**src/rtl/stopwatch_pkg.sv**
```systemverilog
// Shared types and constants for the BCD stopwatch: state encoding, digit maxima
// and the layout of the six-digit display word.
package stopwatch_pkg;

   typedef enum logic [1:0] {
      ST_STOPPED  = 2'd0,
      ST_RUNNING  = 2'd1,
      ST_LAP_HELD = 2'd2
   } sw_state_t;

   localparam int unsigned CS_MAX   = 99;
   localparam int unsigned SEC_MAX  = 59;
   localparam int unsigned MIN_MAX  = 59;

   localparam int unsigned PAIR_W   = 8;
   localparam int unsigned DIGITS_W = 24;
   localparam int unsigned CS_LSB   = 0;
   localparam int unsigned SEC_LSB  = 8;
   localparam int unsigned MIN_LSB  = 16;

   // Packs a decimal value 0..99 into a two-digit BCD byte.
   function automatic logic [7:0] bcd_pair_of(input int unsigned v);
      return {4'(v / 10), 4'(v % 10)};
   endfunction

endpackage

```
**src/rtl/bcd_digit_pair.sv**
```systemverilog
// Two-digit BCD counter that wraps at MAX; carry_out flags the enabled step
// that wraps, so pairs chain into a multi-digit counter.
module bcd_digit_pair
   import stopwatch_pkg::*;
#(
   parameter int unsigned MAX = 99
) (
   input  logic              i_clk,
   input  logic              i_rst_n,
   input  logic              i_enable,
   input  logic              i_clear,
   output logic              o_carry_out_c,
   output logic [PAIR_W-1:0] o_value
);

   localparam logic [PAIR_W-1:0] MAX_BCD = bcd_pair_of(MAX);

   logic [PAIR_W-1:0] r_value;
   logic [PAIR_W-1:0] w_next;
   logic              w_at_max;

   assign w_at_max      = (r_value == MAX_BCD);
   assign o_carry_out_c = i_enable && w_at_max;
   assign o_value       = r_value;

   // Next value: clear dominates, otherwise BCD increment with wrap at MAX.
   always_comb begin
      w_next = r_value;
      if (i_clear) begin
         w_next = '0;
      end else if (i_enable) begin
         if (w_at_max) begin
            w_next = '0;
         end else if (r_value[3:0] == 4'd9) begin
            w_next = {r_value[7:4] + 4'd1, 4'd0};
         end else begin
            w_next = {r_value[7:4], r_value[3:0] + 4'd1};
         end
      end
   end

   always_ff @(posedge i_clk or negedge i_rst_n) begin
      if (!i_rst_n) begin
         r_value <= '0;
      end else begin
         r_value <= w_next;
      end
   end

endmodule

```
**src/rtl/stopwatch_core.sv**
```systemverilog
// MM:SS.cc BCD stopwatch: prescaler, run/lap/stop FSM, lap freeze register and
// sticky wrap flag, driven by debounced toggle levels already in the CLK domain.
module stopwatch_core
   import stopwatch_pkg::*;
#(
   parameter int unsigned TICK_DIV  = 1_000_000,
   parameter int unsigned PRE_WIDTH = 20
) (
   input  logic                CLK,
   input  logic                RESET_N,
   input  logic                RUN,
   input  logic                LAP,
   input  logic                CLEAR,
   output logic [DIGITS_W-1:0] DIGITS,
   output logic                RUNNING,
   output logic                LAP_ACTIVE,
   output logic                OVERFLOW,
   output logic                TICK_OUT
);

   localparam logic [PRE_WIDTH-1:0] PRE_LAST = PRE_WIDTH'(TICK_DIV - 1);

   sw_state_t             r_state;
   sw_state_t             w_state_nxt;
   logic                  r_primed;
   logic                  r_run, r_run_d;
   logic                  r_lap, r_lap_d;
   logic                  r_clr, r_clr_d;
   logic [PRE_WIDTH-1:0]  r_pre;
   logic                  r_tick;
   logic                  r_ovf;
   logic [DIGITS_W-1:0]   r_lap_val;

   logic                  w_run_rise, w_run_fall;
   logic                  w_lap_rise, w_lap_fall;
   logic                  w_clr_rise;
   logic                  w_do_clear, w_lap_load, w_counting, w_tick;
   logic                  w_cs_carry, w_sec_carry, w_min_carry;
   logic [PAIR_W-1:0]     w_cs, w_sec, w_min;
   logic [DIGITS_W-1:0]   w_live;

   // First cycle after reset loads both copies with the live level, so a
   // level held through reset release never looks like an edge.
   always_ff @(posedge CLK or negedge RESET_N) begin
      if (!RESET_N) begin
         r_primed <= 1'b0;
         r_run    <= 1'b0;
         r_run_d  <= 1'b0;
         r_lap    <= 1'b0;
         r_lap_d  <= 1'b0;
         r_clr    <= 1'b0;
         r_clr_d  <= 1'b0;
      end else begin
         r_primed <= 1'b1;
         r_run    <= RUN;
         r_lap    <= LAP;
         r_clr    <= CLEAR;
         r_run_d  <= r_primed ? r_run : RUN;
         r_lap_d  <= r_primed ? r_lap : LAP;
         r_clr_d  <= r_primed ? r_clr : CLEAR;
      end
   end

   assign w_run_rise =  r_run & ~r_run_d;
   assign w_run_fall = ~r_run &  r_run_d;
   assign w_lap_rise =  r_lap & ~r_lap_d;
   assign w_lap_fall = ~r_lap &  r_lap_d;
   assign w_clr_rise =  r_clr & ~r_clr_d;

   always_ff @(posedge CLK or negedge RESET_N) begin
      if (!RESET_N) begin
         r_state <= ST_STOPPED;
      end else begin
         r_state <= w_state_nxt;
      end
   end

   // RUN fall has priority over LAP activity in both counting states.
   always_comb begin
      w_state_nxt = r_state;
      w_do_clear  = 1'b0;
      w_lap_load  = 1'b0;
      w_counting  = 1'b0;
      case (r_state)
         ST_STOPPED: begin
            w_do_clear = w_clr_rise;
            if (w_run_rise) begin
               w_state_nxt = ST_RUNNING;
            end
         end
         ST_RUNNING: begin
            w_counting = 1'b1;
            if (w_run_fall) begin
               w_state_nxt = ST_STOPPED;
            end else if (w_lap_rise) begin
               w_state_nxt = ST_LAP_HELD;
               w_lap_load  = 1'b1;
            end
         end
         ST_LAP_HELD: begin
            w_counting = 1'b1;
            if (w_run_fall) begin
               w_state_nxt = ST_STOPPED;
            end else if (w_lap_fall) begin
               w_state_nxt = ST_RUNNING;
            end
         end
         default: begin
            w_state_nxt = ST_STOPPED;
         end
      endcase
   end

   assign w_tick = w_counting && (r_pre == PRE_LAST);

   // Prescaler holds while stopped so a partial hundredth survives a pause.
   always_ff @(posedge CLK or negedge RESET_N) begin
      if (!RESET_N) begin
         r_pre <= '0;
      end else if (w_do_clear) begin
         r_pre <= '0;
      end else if (w_counting) begin
         r_pre <= w_tick ? '0 : r_pre + PRE_WIDTH'(1);
      end
   end

   always_ff @(posedge CLK or negedge RESET_N) begin
      if (!RESET_N) begin
         r_tick    <= 1'b0;
         r_ovf     <= 1'b0;
         r_lap_val <= '0;
      end else begin
         r_tick <= w_tick;
         if (w_do_clear) begin
            r_ovf     <= 1'b0;
            r_lap_val <= '0;
         end else begin
            if (w_min_carry) begin
               r_ovf <= 1'b1;
            end
            if (w_lap_load) begin
               r_lap_val <= w_live;
            end
         end
      end
   end

   bcd_digit_pair #(.MAX(CS_MAX)) u_cs (
      .i_clk         (CLK),
      .i_rst_n       (RESET_N),
      .i_enable      (w_tick),
      .i_clear       (w_do_clear),
      .o_carry_out_c (w_cs_carry),
      .o_value       (w_cs)
   );

   bcd_digit_pair #(.MAX(SEC_MAX)) u_sec (
      .i_clk         (CLK),
      .i_rst_n       (RESET_N),
      .i_enable      (w_cs_carry),
      .i_clear       (w_do_clear),
      .o_carry_out_c (w_sec_carry),
      .o_value       (w_sec)
   );

   bcd_digit_pair #(.MAX(MIN_MAX)) u_min (
      .i_clk         (CLK),
      .i_rst_n       (RESET_N),
      .i_enable      (w_sec_carry),
      .i_clear       (w_do_clear),
      .o_carry_out_c (w_min_carry),
      .o_value       (w_min)
   );

   assign w_live[CS_LSB  +: PAIR_W] = w_cs;
   assign w_live[SEC_LSB +: PAIR_W] = w_sec;
   assign w_live[MIN_LSB +: PAIR_W] = w_min;

   assign DIGITS     = (r_state == ST_LAP_HELD) ? r_lap_val : w_live;
   assign RUNNING    = (r_state != ST_STOPPED);
   assign LAP_ACTIVE = (r_state == ST_LAP_HELD);
   assign OVERFLOW   = r_ovf;
   assign TICK_OUT   = r_tick;

endmodule
```
**config.mk**
```make
export PLATFORM = sky130hd
export DESIGN_NAME = stopwatch_core
export DESIGN_NICKNAME = d
export VERILOG_FILES = /design/src/rtl/stopwatch_pkg.sv /design/src/rtl/bcd_digit_pair.sv /design/src/rtl/stopwatch_core.sv
export SDC_FILE = /design/constraint.sdc
export NUM_CORES = 1
export LEC_CHECK = 0
export BUFFER_PORTS_ARGS = -buffer_cell sky130_fd_sc_hd__buf_4
export CELL_PAD_IN_SITES_DETAIL_PLACEMENT = 0
export CELL_PAD_IN_SITES_GLOBAL_PLACEMENT = 1
export CORE_MARGIN = 2
export CORE_UTILIZATION = 45
export DETAILED_ROUTE_END_ITERATION = 12
export GPL_ROUTABILITY_DRIVEN = 1
export PLACE_DENSITY = 0.8
export SLEW_MARGIN = 20
export SYNTH_ARGS = -nofsm -noshare
export SYNTH_HDL_FRONTEND = slang
export SYNTH_SLANG_ARGS = --single-unit
```
**constraint.sdc**
```tcl
create_clock -name CLK -period 3.3 [get_ports CLK]
set_clock_uncertainty 0.2 [all_clocks]
set_input_delay 0.33 -clock CLK [delete_from_list [all_inputs] [get_ports CLK]]
set_output_delay 0.33 -clock CLK [all_outputs]
set_load 0.05 [all_outputs]
```
After elaboration in Yosys (flattened, before gate mapping)

Cells that the tools add are included.

$add $sub $neg: 7
Eq/ne operators: 12
Mux-type cells: 34
Bitwise gates (word level): 10
Reductions and logical operators: 20

Operator list:

| kind                                                                   | number |
|---|---|
| 8-bit two-way mux                                                      | 12 |
| 24-bit two-way mux                                                     | 3 |
| 20-bit two-way mux                                                     | 3 |
| 4-bit by 1-bit adder with 4-bit output (second input constant)         | 6 |
| 20-bit by 1-bit adder with 20-bit output (second input constant)       | 1 |
| 20-bit equality test (second input constant)                           | 1 |
| 8-bit by 7-bit equality test with 1-bit output (second input constant) | 2 |
| 2-bit nonzero test                                                     | 7 |
| 4-bit equality test (second input constant)                            | 3 |
| 1-bit two-way mux                                                      | 10 |
| 2-bit two-way mux                                                      | 5 |
| 3-bit nonzero test                                                     | 3 |
| 8-bit equality test (second input constant)                            | 1 |
| 2-bit one-hot mux with 3 select lines                                  | 1 |
| 2-bit AND reduction                                                    | 3 |
| 1-bit AND                                                              | 5 |
| 1-bit inverter                                                         | 5 |
| 1-bit logical AND                                                      | 4 |
| 3-bit by 1-bit != test with 1-bit output (second input constant)       | 1 |
| 3-bit != test (second input constant)                                  | 1 |
| 3-bit AND reduction                                                    | 1 |
| 2-bit by 1-bit equality test with 1-bit output (second input constant) | 1 |
| 2-bit equality test (second input constant)                            | 1 |
| 2-bit logical NOT                                                      | 1 |
| other kinds (2)                                                        | 2 |

Register bits: 79
Bits of input ports: 5
Output and inout port bits: 28

Depth between registers and ports, before layout

Gate-level depths: netlist (run 1).

Depth in word-level cells: 9
Gate-level depth with buffers: 9
Mapped depth without buffers: 6

Cells and area by module

From an unflattened synthesis (run 1), not the netlist that was laid out.

Cell total of the unflattened synthesis: 443
Area total of the unflattened synthesis: 4314.1 µm²

By module, submodules not included:

| module                      | instances | cells each | area an instance (µm²) |
|---|---|---|---|
| stopwatch_core              | 1         | 292        | 2852.7 |
| bcd_digit_pair at u_min ... | 2         | 50         | 486.7 |
| bcd_digit_pair at u_cs      | 1         | 51         | 488.0 |

Least setup slack after synthesis (run 1)

No wires, ideal clock.

Path type: register -> output
From: register r_state[0]
To: output DIGITS[13]
Data arrival time: 2.382 ns
Slack: 0.388 ns
Stages on the path, launching flop included: 6
Path buffers: 2
Cell sequence: dfrtp_1 inv_1 ha_1 clkbuf_1 buf_1 o21ai_0

Word-level cells in the longest chain between the ends: 2

Ends and longest elaborated chain:

| item                     | line                  | source |
|---|---|---|
| start: declaration       | stopwatch_core.sv:23  | `sw_state_t r_state;` |
| start signal: assignment | stopwatch_core.sv:74  | `r_state <= w_state_nxt;` |
| 2-bit equality test      | n/a                   |  |
| named net LAP_ACTIVE     | stopwatch_core.sv:16  | `output logic LAP_ACTIVE,` |
| 24-bit two-way mux       | stopwatch_core.sv:179 | `assign DIGITS = (r_state == ST_LAP_HELD) ? r_lap_val : w_live;` |
| end: declaration         | stopwatch_core.sv:14  | `output logic [DIGITS_W-1:0] DIGITS,` |

The timed path passes the listed nets, and every way through them passes these cells.

Worst setup path in the final report (run 1)

From: register r_pre[8]
To: register u_sec.r_value[0], in the netlist u_sec.o_value[0]

Word-level cells in the longest chain between the ends: 4

Ends and longest elaborated chain:

| item                                | line                  | source |
|---|---|---|
| start: declaration                  | stopwatch_core.sv:29  | `logic [PRE_WIDTH-1:0] r_pre;` |
| start signal: assignment            | stopwatch_core.sv:123 | `r_pre <= w_tick ? '0 : r_pre + PRE_WIDTH'(1);` |
| 20-bit equality test                | stopwatch_core.sv:114 | `assign w_tick = w_counting && (r_pre == PRE_LAST);` |
| 1-bit logical AND                   | stopwatch_core.sv:114 |  |
| 1-bit logical AND                   | bcd_digit_pair.sv:23  | `assign o_carry_out_c = i_enable && w_at_max;` |
| 2-bit nonzero test (no source line) | n/a                   |  |
| end signal: assignment              | bcd_digit_pair.sv:46  | `r_value <= w_next;` |
| end: declaration                    | bcd_digit_pair.sv:18  | `logic [PAIR_W-1:0] r_value;` |

No other way between the ends.
A chain may end at the register's enable or synchronous reset.

==> impl_table.tex, run 1 <==
\begin{tabular}{lr}
\hline
Metric & Value \\
\hline
\multicolumn{2}{l}{\textbf{Power and ir drop}} \\
PD cells & 493.2 nW/um\^{}2 \\
Maximum resistive drop on vdd & 0.0003085 V \\
P\_leak & 2.483 nW \\
\multicolumn{2}{l}{\textbf{STA}} \\
Crit share post-route & 88.08\% \\
Unrepaired setup endpoints after global routing & false \\
Transition time at the pin with the least slew margin & 826.3 ps \\
Number of pins with negative max-slew slack in the final report & 0 \\
Min cycle time layout & 2907 ps \\
Final count of hold timing violations & 0 \\
Aggregate negative setup slack & 0 ps \\
Achievable frequency & 0.3440 GHz \\
Slew Limit Headroom & 44.14\% \\
\# setup viols final & 0 \\
\multicolumn{2}{l}{\textbf{Clock tree}} \\
Setup repair bufs after CTS & 0 \\
CTS-repair resized insts & 0 \\
Clock sink count & 79 \\
TritonCTS clock tree & built \\
Total CTS buffers & 9 \\
Clock root buffer & clkbuf\_8 \\
Source-to-sink clock delay at the later pin of the worst-skew pair & 360 ps \\
Max clock buf depth & 2 \\
CTS hold repair buffers & 4 \\
Clock transition at the register clock pins on the worst setup and hold paths after CTS & 80 ps \\
H-tree level count & 3 \\
\multicolumn{2}{l}{\textbf{Placement}} \\
Number of cells in the design after placement & 589 \\
Placer Congestion & 0.8367 \\
Instance area after placement & 4775 sq um \\
Post-DP HPWL & 5903 um \\
Quantity of I/O buffers inserted on ports & 32 \\
\multicolumn{2}{l}{\textbf{Yosys}} \\
Predominant post-synthesis flop cell & dfrtp\_1 \\
Syn Inst Count & 444 \\
Total nets after synthesis & 466 \\
Distinct cell type count of the synthesized netlist & 51 \\
Sequential-to-total area share from yosys stat & 44.73\% \\
Number of synthesized register bits & 79 \\
Largest cells by area after synthesis & dfrtp\_1, mux2i\_1, mux2\_2, ha\_1, nor2\_1 \\
Async S/R FF share, synth & 100.0\% \\
Library cell occupying the most area in the post-synthesis netlist & dfrtp\_1 \\
Syn\_area\_per\_cell & 9.953 sq um \\
Cell Area, Synth & 4419 sq um \\
Area share of the leading cell type in the synthesized netlist & 44.73\% \\
Number of synthesis warnings & 0 \\
Most instantiated cells after synthesis & dfrtp\_1, nor2\_1, mux2i\_1 \\
Most repeated cell in the gate-level netlist after synthesis & dfrtp\_1 \\
Count of flip-flops with a built-in enable after synthesis & 0 \\
\multicolumn{2}{l}{\textbf{Global routing}} \\
Overflow left after global routing & 0 \\
Maximum number of pins on one net before global-route repair & 80 \\
Number of global-route vias before repair & 3164 \\
Number of antenna violations at the first check in global routing & 0 \\
Global-route wire length before repair & 15360 um \\
Overall track demand over capacity in global routing & 18.39\% \\
\multicolumn{2}{l}{\textbf{Routing}} \\
Total wire length & 9314 um \\
Via-to-Cell Ratio & 5.611 \\
Number of remaining DRC errors & 0 \\
Initial DRC Count & 125 \\
Drt pass-1 iters & 4 \\
Count of antenna-violating nets left after detailed routing & 0 \\
Detailed-route via count & 3417 \\
Routed wire per std cell & 15.29 um \\
\multicolumn{2}{l}{\textbf{Layout}} \\
Post-Layout Cell Count & 609 \\
Number of filler cells placed in the layout & 910 \\
Number of diodes & 0 \\
Design Area, Final & 5049 sq um \\
Layout net count & 493 \\
Area Growth Syn to Fin & 14.24\% \\
Proportion of layout cells with a drive suffix above 1 & 18.07\% \\
\multicolumn{2}{l}{\textbf{Floorplanning}} \\
Effective utilization at floorplan & 45.85\% \\
Height of the chip & 103.1 um \\
Overall die width & 103.1 um \\
Area of the core region & 9639 sq um \\
I/O pin cnt & 33 \\
Floorplan die area & 10630 sq um \\
Standard-cell row count & 36 \\
\multicolumn{2}{l}{\textbf{Critical path}} \\
Worst endpoint data arrival time & 2990 ps \\
Worst Path Required & 3380 ps \\
Start-to-end type of the worst setup path & reg -> reg \\
Max FO, Critical Path & 13 \\
Critical Path End Type & register \\
CP startpoint kind & register \\
\multicolumn{2}{l}{\textbf{Flow run}} \\
Count of maximum capacitance violations & 0 \\
\multicolumn{2}{l}{\textbf{Min path}} \\
Hold/Removal Path Class & reg -> reg \\
\multicolumn{2}{l}{\textbf{Run status}} \\
Status & complete, no violations \\
\hline
\end{tabular}
final cells by class:
class	count	area (sq um)	share of cell area, %
clock inverter	6	92.59	1.834
timing repair buffer	44	344.1	6.815
clock buffer	10	137.6	2.726
tap	133	166.4	3.296
sequential	79	1977	39.16
inverter	9	33.78	0.6691
multi-input combinational	328	2297	45.50
layer usage:
layer,GRT usage (%),up-vias,part of all wire (%)
met1,25.98,1677,50
met3,3.458,10,3.6
li1,-,1668,-
met5,0,-,0
met2,28.47,62,45
met4,6.275,0,1.4
layout by cell type (no fill, tap or decap), drive strengths merged, types with 6 or more instances in the layout:
cell,n
xor2,6
nand3,11
or3,13
and3b,7
mux2i,34
nor3,11
dfrtp,79
o21ai,30
nand4,8
nand3b,6
or4,9
nand2b,6
inv,10
nand2,29
clkbuf,10
a21oi,17
nor2,40
mux2,24
o211ai,6
and3,7
ha,17
buf,40
power by group:
group | total (mW) | switching [mW] | internal (mW)
combinational | 0.611 | 0.391 | 0.220
clock | 0.830 | 0.379 | 0.451
sequential | 1.05 | 0.0404 | 1.01
total | 2.49 | 0.810 | 1.68
registers in the layout, indices dropped and copies added, names as in the netlist:
register / cells
OVERFLOW: 1
r_state: 2
r_run: 1
r_clr: 1
r_primed: 1
r_lap: 1
r_lap_val: 24
TICK_OUT: 1
u_min.o_value: 8
r_lap_d: 1
r_pre: 20
u_sec.o_value: 8
r_run_d: 1
r_clr_d: 1
u_cs.o_value: 8
critical path, stage by stage, from the launching register on:
cell and delay [ps]:
dfrtp_1 420, or4b_1 570, or4_1 720, buf_4 280, or4_1 500, a21oi_1 150
cell families (layout without fill, tap and decap cells):
logic type	count (synthesis)	in the layout	share of synthesized area, %
buffers and inverters	37	69	3.454
other	1	1	0.08486
flip-flops	79	79	44.73
AO/OA/AOI/OAI	77	77	10.90
adder cells (fa/ha/maj)	17	17	4.813
XOR/XNOR	6	6	1.189
AND/OR/NAND/NOR	169	169	21.01
multiplexers	58	58	13.82
stage by stage:
stage          util (%)  power [mW]  hold slack (ps)  worst slack, ps
4_1_cts           52.34       2.514            330.7            397.6
2_1_floorplan         -       1.518           -165.6            387.7
3_5_place_dp      49.53       1.675            250.3            421.0
3_3_place_gp      49.53       1.664            249.0            435.5
6_report          52.38       2.490            328.2            393.4
5_1_grt           52.38       2.626            354.5            276.1
path summary, 6_finish.rpt:
path / from / to / slack [ps] / depth (start not counted)
hold / removal: r_lap_val[3] / r_lap_val[3] / 330 / 2
min in group asynchronous: RESET_N / r_lap_val[10] / 380 / 2
setup / recovery: r_pre[8] / u_sec.o_value[0] / 390 / 5
hold reg to reg: r_lap_val[3] / r_lap_val[3] / 330 / 2
max in group asynchronous: RESET_N / r_pre[14] / 2040 / 2
setup reg to reg: r_pre[8] / u_sec.o_value[0] / 390 / 5
No activity file was read; power rests on OpenSTA's default activity.
==> inputs of run 2 (changes only) <==
--- a/config.mk
+++ b/config.mk
@@ -5,6 +5,7 @@
 export SDC_FILE = /design/constraint.sdc
 export NUM_CORES = 1
 export LEC_CHECK = 0
+export ABC_AREA = 1
 export BUFFER_PORTS_ARGS = -buffer_cell sky130_fd_sc_hd__buf_4
 export CELL_PAD_IN_SITES_DETAIL_PLACEMENT = 0
 export CELL_PAD_IN_SITES_GLOBAL_PLACEMENT = 1
@@ -12,7 +13,7 @@
 export CORE_UTILIZATION = 45
 export DETAILED_ROUTE_END_ITERATION = 12
 export GPL_ROUTABILITY_DRIVEN = 1
-export PLACE_DENSITY = 0.8
+export PLACE_DENSITY = 0.84
 export SLEW_MARGIN = 20
 export SYNTH_ARGS = -nofsm -noshare
 export SYNTH_HDL_FRONTEND = slang
==> run 2 against run 1 <==
- first-iteration DRC count is 55% higher
- wire length is 16% higher
- synthesized cell count grew 32%
- final cell count is 24% higher
- combinational power decreased by 13%
- worst setup slack better by 470 ps
- non-clock buffer count shrank 5
- critical endpoint is now u_sec.o_value[7]
- largest cell class unchanged
- largest power group unchanged
- highest routed layer unchanged
==> impl_table.tex, run 2 <==
\begin{tabular}{lr}
\hline
Metric & Value \\
\hline
\multicolumn{2}{l}{\textbf{Run status}} \\
Status & complete, no violations \\
\multicolumn{2}{l}{\textbf{Clock tree}} \\
TritonCTS clock tree & built \\
Source-to-sink clock delay at the later pin of the worst-skew pair & 350 ps (about the same) \\
Max clock buf depth & 2 (unchanged) \\
CTS-repair resized insts & 0 (unchanged) \\
H-tree level count & 3 (unchanged) \\
Setup repair bufs after CTS & 0 (unchanged) \\
Clock transition at the register clock pins on the worst setup and hold paths after CTS & 80 ps (about the same) \\
Total CTS buffers & 9 (unchanged) \\
Clock root buffer & clkbuf\_8 \\
Clock sink count & 79 (unchanged) \\
\multicolumn{2}{l}{\textbf{Critical path}} \\
Slowest cell delay on critical path & 460 ps (-260 ps) \\
Start-to-end type of the worst setup path & reg -> reg \\
Worst Path Required & 3340 ps (-40 ps) \\
Critical Path End Type & register \\
Crit path max-delay cell type & o21ai\_4 \\
Number of buffers and inverters on the critical path & 1 (unchanged) \\
CP startpoint kind & register \\
Worst endpoint data arrival time & 2470 ps (-520 ps) \\
Critical path, cell by cell & inv\_1, ha\_1, nand2\_2, nor2\_4, nand3\_4, o21ai\_4, nand3\_2, nand2\_1, nand2\_1 \\
Family with the most delay on the worst path & simple AND/OR/NAND/NOR gates \\
Max FO, Critical Path & 17 (+4) \\
Most frequent CP cell & nand2\_1 \\
Startpoint of the most critical register-to-register path & r\_state[0] \\
Launching instance or port of the critical path & r\_state[0] \\
\multicolumn{2}{l}{\textbf{Power and ir drop}} \\
Sw Ratio & 34.31\% (+1.8 points) \\
Share of total power in the clock network & 33.2\% (about the same) \\
Tot Pwr & 2.361 mW (-5.2\%) \\
Portion of total power attributed to sequential cells & 44.3\% (+2.2 points) \\
Power Internal & 1.551 mW (-7.7\%) \\
Maximum resistive drop on vdd & 0.0003898 V (+26\%) \\
NetSw & 810.1 uW (about the same) \\
PD cells & 458.1 nW/um\^{}2 (-7.1\%) \\
Combinational cell fraction of total power & 22.5\% (-2.0 points) \\
P\_leak & 2.360 nW (-4.9\%) \\
\multicolumn{2}{l}{\textbf{Placement}} \\
Quantity of I/O buffers inserted on ports & 32 (unchanged) \\
Post-DP HPWL & 7654 um (+30\%) \\
Pre-CTS worst setup slack & 907.3 ps (+486.2 ps) \\
Placer Congestion & 0.9109 (+8.9\%) \\
Instance area after placement & 4901 sq um (+2.6\%) \\
\multicolumn{2}{l}{\textbf{Yosys}} \\
Number of synthesis warnings & 0 (unchanged) \\
Most instantiated cells after synthesis & nand2\_1, dfrtp\_1, nor2\_1 \\
Sequential-to-total area share from yosys stat & 43.42\% (-1.3 points) \\
Cell Area, Synth & 4553 sq um (+3.0\%) \\
Distinct cell type count of the synthesized netlist & 36 (-29\%) \\
Largest cells by area after synthesis & dfrtp\_1, nand2\_1, nand3\_1, o21ai\_0, nor2\_1 \\
Most repeated cell in the gate-level netlist after synthesis & nand2\_1 \\
Syn Inst Count & 587 (+32\%) \\
Total nets after synthesis & 609 (+31\%) \\
Async S/R FF share, synth & 100.0\% (unchanged) \\
Predominant post-synthesis flop cell & dfrtp\_1 \\
Count of flip-flops with a built-in enable after synthesis & 0 (unchanged) \\
Area share of the leading cell type in the synthesized netlist & 43.42\% (-1.3 points) \\
Number of synthesized register bits & 79 (unchanged) \\
Syn\_area\_per\_cell & 7.757 sq um (-22\%) \\
Library cell occupying the most area in the post-synthesis netlist & dfrtp\_1 \\
\multicolumn{2}{l}{\textbf{Floorplanning}} \\
Height of the chip & 104.6 um (+1.4\%) \\
Overall die width & 104.6 um (+1.4\%) \\
Standard-cell row count & 36 (unchanged) \\
I/O pin cnt & 33 (unchanged) \\
Effective utilization at floorplan & 46.37\% (+0.52 points) \\
Floorplan die area & 10940 sq um (+2.9\%) \\
Area of the core region & 9819 sq um (+1.9\%) \\
\multicolumn{2}{l}{\textbf{STA}} \\
Number of pins with negative max-slew slack in the final report & 0 (unchanged) \\
Crit share post-route & 73.72\% (-14 points) \\
Unrepaired setup endpoints after global routing & false \\
Slew Limit Headroom & 51.74\% (+7.6 points) \\
Final count of hold timing violations & 0 (unchanged) \\
Minimum setup slack in the final design & 867.2 ps (+473.7 ps) \\
\# setup viols final & 0 (unchanged) \\
Transition time at the pin with the least slew margin & 724.0 ps (-102.3 ps) \\
Achievable frequency & 0.4110 GHz (+19\%) \\
Min cycle time layout & 2433 ps (-473.7 ps) \\
Aggregate negative setup slack & 0 ps (unchanged) \\
\multicolumn{2}{l}{\textbf{Layout}} \\
Proportion of layout cells with a drive suffix above 1 & 12.34\% (-5.7 points) \\
Leading registers by flop count & r\_lap\_val (24), r\_pre (20) \\
Number of filler cells placed in the layout & 974 (+7.0\%) \\
Area Growth Syn to Fin & 13.19\% \\
Design Area, Final & 5154 sq um (+2.1\%) \\
Reg with most FFs & r\_lap\_val \\
Number of diodes & 0 (unchanged) \\
Layout net count & 642 (+30\%) \\
Util after Layout & 52.48\% (+0.11 points) \\
Highest-count cells in the layout ignoring fill and taps & nand2\_1, dfrtp\_1, nor2\_1, nand3\_1, o21ai\_0 \\
Leading cell type in the layout, fill and taps excluded & nand2\_1 \\
Flip-flop count of the largest register after layout & 24 (unchanged) \\
\multicolumn{2}{l}{\textbf{Global routing}} \\
Overall track demand over capacity in global routing & 20.74\% (+2.4 points) \\
Number of global-route vias before repair & 3839 (+21\%) \\
Global-route wire length before repair & 18540 um (+21\%) \\
Number of antenna violations at the first check in global routing & 0 (unchanged) \\
Maximum number of pins on one net before global-route repair & 80 (unchanged) \\
Overflow left after global routing & 0 (unchanged) \\
\multicolumn{2}{l}{\textbf{Routing}} \\
Initial DRC Count & 194 (+55\%) \\
Total wire length & 10800 um (+16\%) \\
Detailed-route via count & 4025 (+18\%) \\
Count of antenna-violating nets left after detailed routing & 0 (unchanged) \\
Routed wire per std cell & 14.27 um (-6.7\%) \\
Via-to-Cell Ratio & 5.317 (-5.2\%) \\
Drt pass-1 iters & 6 (+2) \\
Number of remaining DRC errors & 0 (unchanged) \\
\multicolumn{2}{l}{\textbf{Min path}} \\
Hold Path Origin & r\_lap\_val[7] \\
Hold/Removal Path Class & reg -> reg \\
\multicolumn{2}{l}{\textbf{Flow run}} \\
Count of maximum capacitance violations & 0 (unchanged) \\
\hline
\end{tabular}
==> run 2: cell types whose count changed in the layout (fill, tap and decap cells not counted), sizes merged, moves of 13 or more <==
cell / delta
nand3: +58
nand2: +94
or3: -13
mux2i: -34
nor2: +39
o21ai: +37
mux2: -23
inv: +56
==> run 2: metrics by stage <==
stage          hold WS [ps]  instances
2_1_floorplan        -165.6        587
3_3_place_gp          248.4        738
3_5_place_dp          250.1        738
4_1_cts               316.5        757
5_1_grt               342.4        757
6_report              313.3        757
==> run 2: cell type report <==
class | count | area [sq um] | area share [%]
multi-input combinational | 426 | 2251 | 43.68
sequential | 79 | 1977 | 38.36
timing repair buffer | 39 | 306.5 | 5.948
inverter | 65 | 244.0 | 4.734
tap | 133 | 166.4 | 3.229
clock buffer | 10 | 127.6 | 2.476
clock inverter | 5 | 81.33 | 1.578
==> run 2: metal layers <==
metal	track usage (%)	wire length (um)
met2	33.61	5099
met1	29.06	5092
met4	4.190	77
met5	0	0
met3	4.117	534
==> run 2: worst paths after layout <==
path	endpoint	slack [ps]	cells past startpoint
worst max-delay path	u_sec.o_value[7]	870	9
worst min-delay path	r_lap_val[7]	310	2
worst max register to register	u_sec.o_value[7]	870	9
worst min register to register	r_lap_val[7]	310	2
max in group asynchronous	u_cs.o_value[6]	2020	2
min in group asynchronous	r_lap_val[17]	360	2
==> run 2: worst register-to-register path, stage by stage, from the launching register on <==
cell,delay [ps]
dfrtp_1,390
inv_1,80
ha_1,450
nand2_2,130
nor2_4,110
nand3_4,120
o21ai_4,460
nand3_2,190
nand2_1,120
nand2_1,60
==> run 2: cells by family after synthesis <==
family | share of synthesized area, %
and+or+nand+nor | 30.42
xor gates and xnor gates | 2.308
AOI/OAI and AO/OA | 11.71
adders and majority gates | 4.672
other | 0.08236
DFF | 43.42
muxes | 0.2473
buffers and inverters | 7.145
==> run 2: power groups by stage <==
stage               logic, mW  registers, mW  clock network, mW
CTS                     0.530           1.04              0.807
detailed placement      0.524           1.06                  0
global placement        0.521           1.06                  0
finish                  0.531           1.05              0.785
floorplan               0.393           1.06                  0
global route            0.601           1.05              0.847
==> run 2: repair_timing <==
| action | in CTS | in global routing |
|---|---|---|
| hold buffers | 4 | 0 |
| endpoints found under the setup margin | 0 | 0 |
| endpoints found under the hold margin | 56 | 0 |
==> inputs of run 3 (changes only) <==
--- a/config.mk
+++ b/config.mk
@@ -10,10 +10,10 @@
 export CELL_PAD_IN_SITES_DETAIL_PLACEMENT = 0
 export CELL_PAD_IN_SITES_GLOBAL_PLACEMENT = 1
 export CORE_MARGIN = 2
-export CORE_UTILIZATION = 45
+export CORE_UTILIZATION = 41
 export DETAILED_ROUTE_END_ITERATION = 12
 export GPL_ROUTABILITY_DRIVEN = 1
-export PLACE_DENSITY = 0.84
+export PLACE_DENSITY = 0.81
 export SLEW_MARGIN = 20
 export SYNTH_ARGS = -nofsm -noshare
 export SYNTH_HDL_FRONTEND = slang
==> constraint.sdc (replaced) <==
create_clock -name CLK -period 2.13 [get_ports CLK]
set_clock_uncertainty 0.2 [all_clocks]
set_input_delay 0.213 -clock CLK [delete_from_list [all_inputs] [get_ports CLK]]
set_output_delay 0.213 -clock CLK [all_outputs]
set_load 0.05 [all_outputs]
==> run 3 against run 2 <==
- final area rose by 9.6%
- final cell count is 4.5% higher
- wire length grew 7.0%
- sequential power is 54% higher
- non-clock buffer count is 26 higher
- die area increased by 9.4%
- critical endpoint is now DIGITS[12]
==> impl_table.tex, run 3 (same netlist as run 2, synthesis figures left out) <==
\begin{tabular}{lr}
\hline
Metric & Value \\
\hline
\multicolumn{2}{l}{\textbf{Run status}} \\
Status & complete, no violations \\
\multicolumn{2}{l}{\textbf{Routing}} \\
Detailed-route via count & 4154 (+3.2\%) \\
Uppermost routed layer & met4 \\
Number of remaining DRC errors & 0 (unchanged) \\
Initial DRC Count & 332 (+71\%) \\
Via-to-Cell Ratio & 5.252 (-1.2\%) \\
Routed wire per std cell & 14.61 um (+2.4\%) \\
Drt pass-1 iters & 5 (-1) \\
Routed wl met3 & 425 um (-20\%) \\
Total wire length & 11560 um (+7.0\%) \\
Metal2 WL & 5518 um (+8.2\%) \\
Count of antenna-violating nets left after detailed routing & 0 (unchanged) \\
DRT met1 WL & 5480 um (+7.6\%) \\
\multicolumn{2}{l}{\textbf{Floorplanning}} \\
Overall die width & 109.4 um (+4.6\%) \\
Standard-cell row count & 38 (+5.6\%) \\
Area of the core region & 10840 sq um (+10\%) \\
Effective utilization at floorplan & 42.00\% (-4.4 points) \\
Height of the chip & 109.4 um (+4.6\%) \\
Floorplan die area & 11960 sq um (+9.4\%) \\
I/O pin cnt & 33 (unchanged) \\
\multicolumn{2}{l}{\textbf{Critical path}} \\
Max FO, Critical Path & 18 (+1) \\
Worst-case reg-to-reg path depth & 10 (+1) \\
Endpoint of the most critical register-to-register path & u\_cs.o\_value[5] \\
Slowest cell delay on critical path & 380 ps (-80 ps) \\
Worst R2R Setup Slack & 140 ps (-730 ps) \\
Launching instance or port of the critical path & r\_state[1] \\
Critical Path End Type & output pin \\
Worst Path Required & 1720 ps (-1620 ps) \\
Crit path max-delay cell type & dfrtp\_1 \\
Critical path, cell by cell & buf\_4, ha\_4, buf\_16, o21ai\_2, buf\_6 \\
CP startpoint kind & register \\
Start-to-end type of the worst setup path & reg -> out \\
Worst endpoint data arrival time & 1680 ps (-790 ps) \\
Startpoint of the most critical register-to-register path & r\_state[0] \\
\multicolumn{2}{l}{\textbf{Placement}} \\
Number of cells in the design after placement & 765 (+3.7\%) \\
Placer Congestion & 0.8561 (-6.0\%) \\
Post-DP HPWL & 8362 um (+9.2\%) \\
Quantity of I/O buffers inserted on ports & 32 (unchanged) \\
\multicolumn{2}{l}{\textbf{Power and ir drop}} \\
PD cells & 681.1 nW/um\^{}2 (+49\%) \\
Maximum resistive drop on vdd & 0.0004972 V (+28\%) \\
P\_leak & 2.566 nW (+8.7\%) \\
\multicolumn{2}{l}{\textbf{Global routing}} \\
Global-route wire length before repair & 19130 um (+3.2\%) \\
Overflow left after global routing & 0 (unchanged) \\
Number of global-route vias before repair & 3827 (-0.31\%) \\
Number of antenna violations at the first check in global routing & 0 (unchanged) \\
Overall track demand over capacity in global routing & 20.48\% (-0.26 points) \\
Maximum number of pins on one net before global-route repair & 44 (-45\%) \\
\multicolumn{2}{l}{\textbf{STA}} \\
Final hold slack & 173.6 ps (-139.7 ps) \\
Number of pins with negative max-slew slack in the final report & 0 (unchanged) \\
Transition time at the pin with the least slew margin & 589.1 ps (-134.8 ps) \\
Unrepaired setup endpoints after global routing & true \\
Slew Limit Headroom & 60.72\% (+9.0 points) \\
Crit share post-route & 98.35\% \\
Achievable frequency & 0.4774 GHz \\
Final count of hold timing violations & 0 (unchanged) \\
\# setup viols final & 0 (unchanged) \\
Min cycle time layout & 2095 ps \\
\multicolumn{2}{l}{\textbf{Layout}} \\
Sequential cell area in the final layout & 1978 sq um (about the same) \\
Leading registers by flop count & r\_lap\_val (24), r\_pre (20) \\
Area taken by multi-input logic gates & 2394 sq um (+6.3\%) \\
Area Growth Syn to Fin & 24.05\% \\
Reg with most FFs & r\_lap\_val \\
Proportion of layout cells with a drive suffix above 1 & 21.35\% (+9.0 points) \\
Highest-count cells in the layout ignoring fill and taps & nand2\_1, dfrtp\_1, nor2\_1, nand3\_1, inv\_1 \\
Number of diodes & 0 (unchanged) \\
Flip-flop count of the largest register after layout & 24 (unchanged) \\
Layout net count & 668 (+4.0\%) \\
Leading cell type in the layout, fill and taps excluded & nand2\_1 \\
Number of filler cells placed in the layout & 1076 (+10\%) \\
Post-Layout Cell Count & 791 (+4.5\%) \\
\multicolumn{2}{l}{\textbf{Clock tree}} \\
Total CTS buffers & 9 (unchanged) \\
H-tree level count & 3 (unchanged) \\
TritonCTS clock tree & built \\
Clock sink count & 79 (unchanged) \\
Source-to-sink clock delay at the later pin of the worst-skew pair & 370 ps (+20 ps) \\
Clock root buffer & clkbuf\_8 \\
Max clock buf depth & 2 (unchanged) \\
Clock transition at the register clock pins on the worst setup and hold paths after CTS & 100 ps (+20 ps) \\
\multicolumn{2}{l}{\textbf{Min path}} \\
Hold/Removal Path Class & in -> async \\
\multicolumn{2}{l}{\textbf{Flow run}} \\
Count of maximum capacitance violations & 0 (unchanged) \\
\hline
\end{tabular}
-- run 3: cell types whose count changed in the layout (fill, tap and decap cells not counted), moves of 2 or more --
cell / delta
bufinv_16: -2
o21ai_2: +22
nor2_1: -2
clkinvlp_4: +2
nand2_1: -4
nand2_2: +4
buf_4: -6
buf_6: +27
o21ai_4: +2
o21ai_0: -26
o21ai_1: +2
buf_12: +2
-- run 3: power breakdown --
group          switching [mW]  internal, mW
Clock                   0.608         0.459
Combinational           0.753         0.403
Sequential             0.0639          1.56
-- run 3: how the worst max path moves through the flow --
stage,end,slack [ps],depth (start not counted)
floorplan,DIGITS[22],-10,5
global placement,r_pre[18],120,10
detailed placement,r_lap_val[5],-30,8
CTS,DIGITS[6],6,7
global route,r_pre[17],-70,9
finish,DIGITS[12],40,5
-- run 3: worst max-delay path, delay by kind of cell (launching register included) --
kind / cells / cell delay (ps)
buffers and inverters: 3 / 520
flip-flops: 1 / 380
adder cells (fa/ha/maj): 1 / 220
AO/OA/AOI/OAI: 1 / 180
-- run 3: layout make-up --
class	count	area share, %
Inverter	65	4.342
Multi-Input combinational cell	426	42.38
Clock buffer	10	2.437
Clock inverter	6	0.7975
Timing Repair Buffer	65	11.92
Sequential cell	79	35.02
Tap cell	140	3.101
-- run 3: stage by stage --
step                      power [mW]  setup TNS (ps)  util, %  instance area, sq um  setup WS (ps)
after detailed placement       2.645          -31.57    47.82                  5184         -31.57
after CTS                      3.791               0    50.73                  5499          6.165
after global placement         2.626               0    47.82                  5184          116.2
after global routing           4.062          -228.5    52.10                  5648         -72.91
final                          3.847               0    52.10                  5648          35.22
after floorplan                2.293          -14.45        -                  4653         -14.45
-- run 3: layer usage --
metal | up-vias | track usage (%)
li1 | 2061 | -
met1 | 1998 | 29.18
met2 | 83 | 32.01
met3 | 12 | 3.497
met4 | 0 | 5.967
met5 | - | 0
-- run 3: what timing repair did --
item                       in CTS  in global routing
gates resized for setup        12                 34
buffers inserted                2                  1
hold buffers                    4                  0
pin swaps                       1                  2
gates cloned                    1                  2
hold endpoints to repair       47                  0
setup endpoints to repair      26                 39
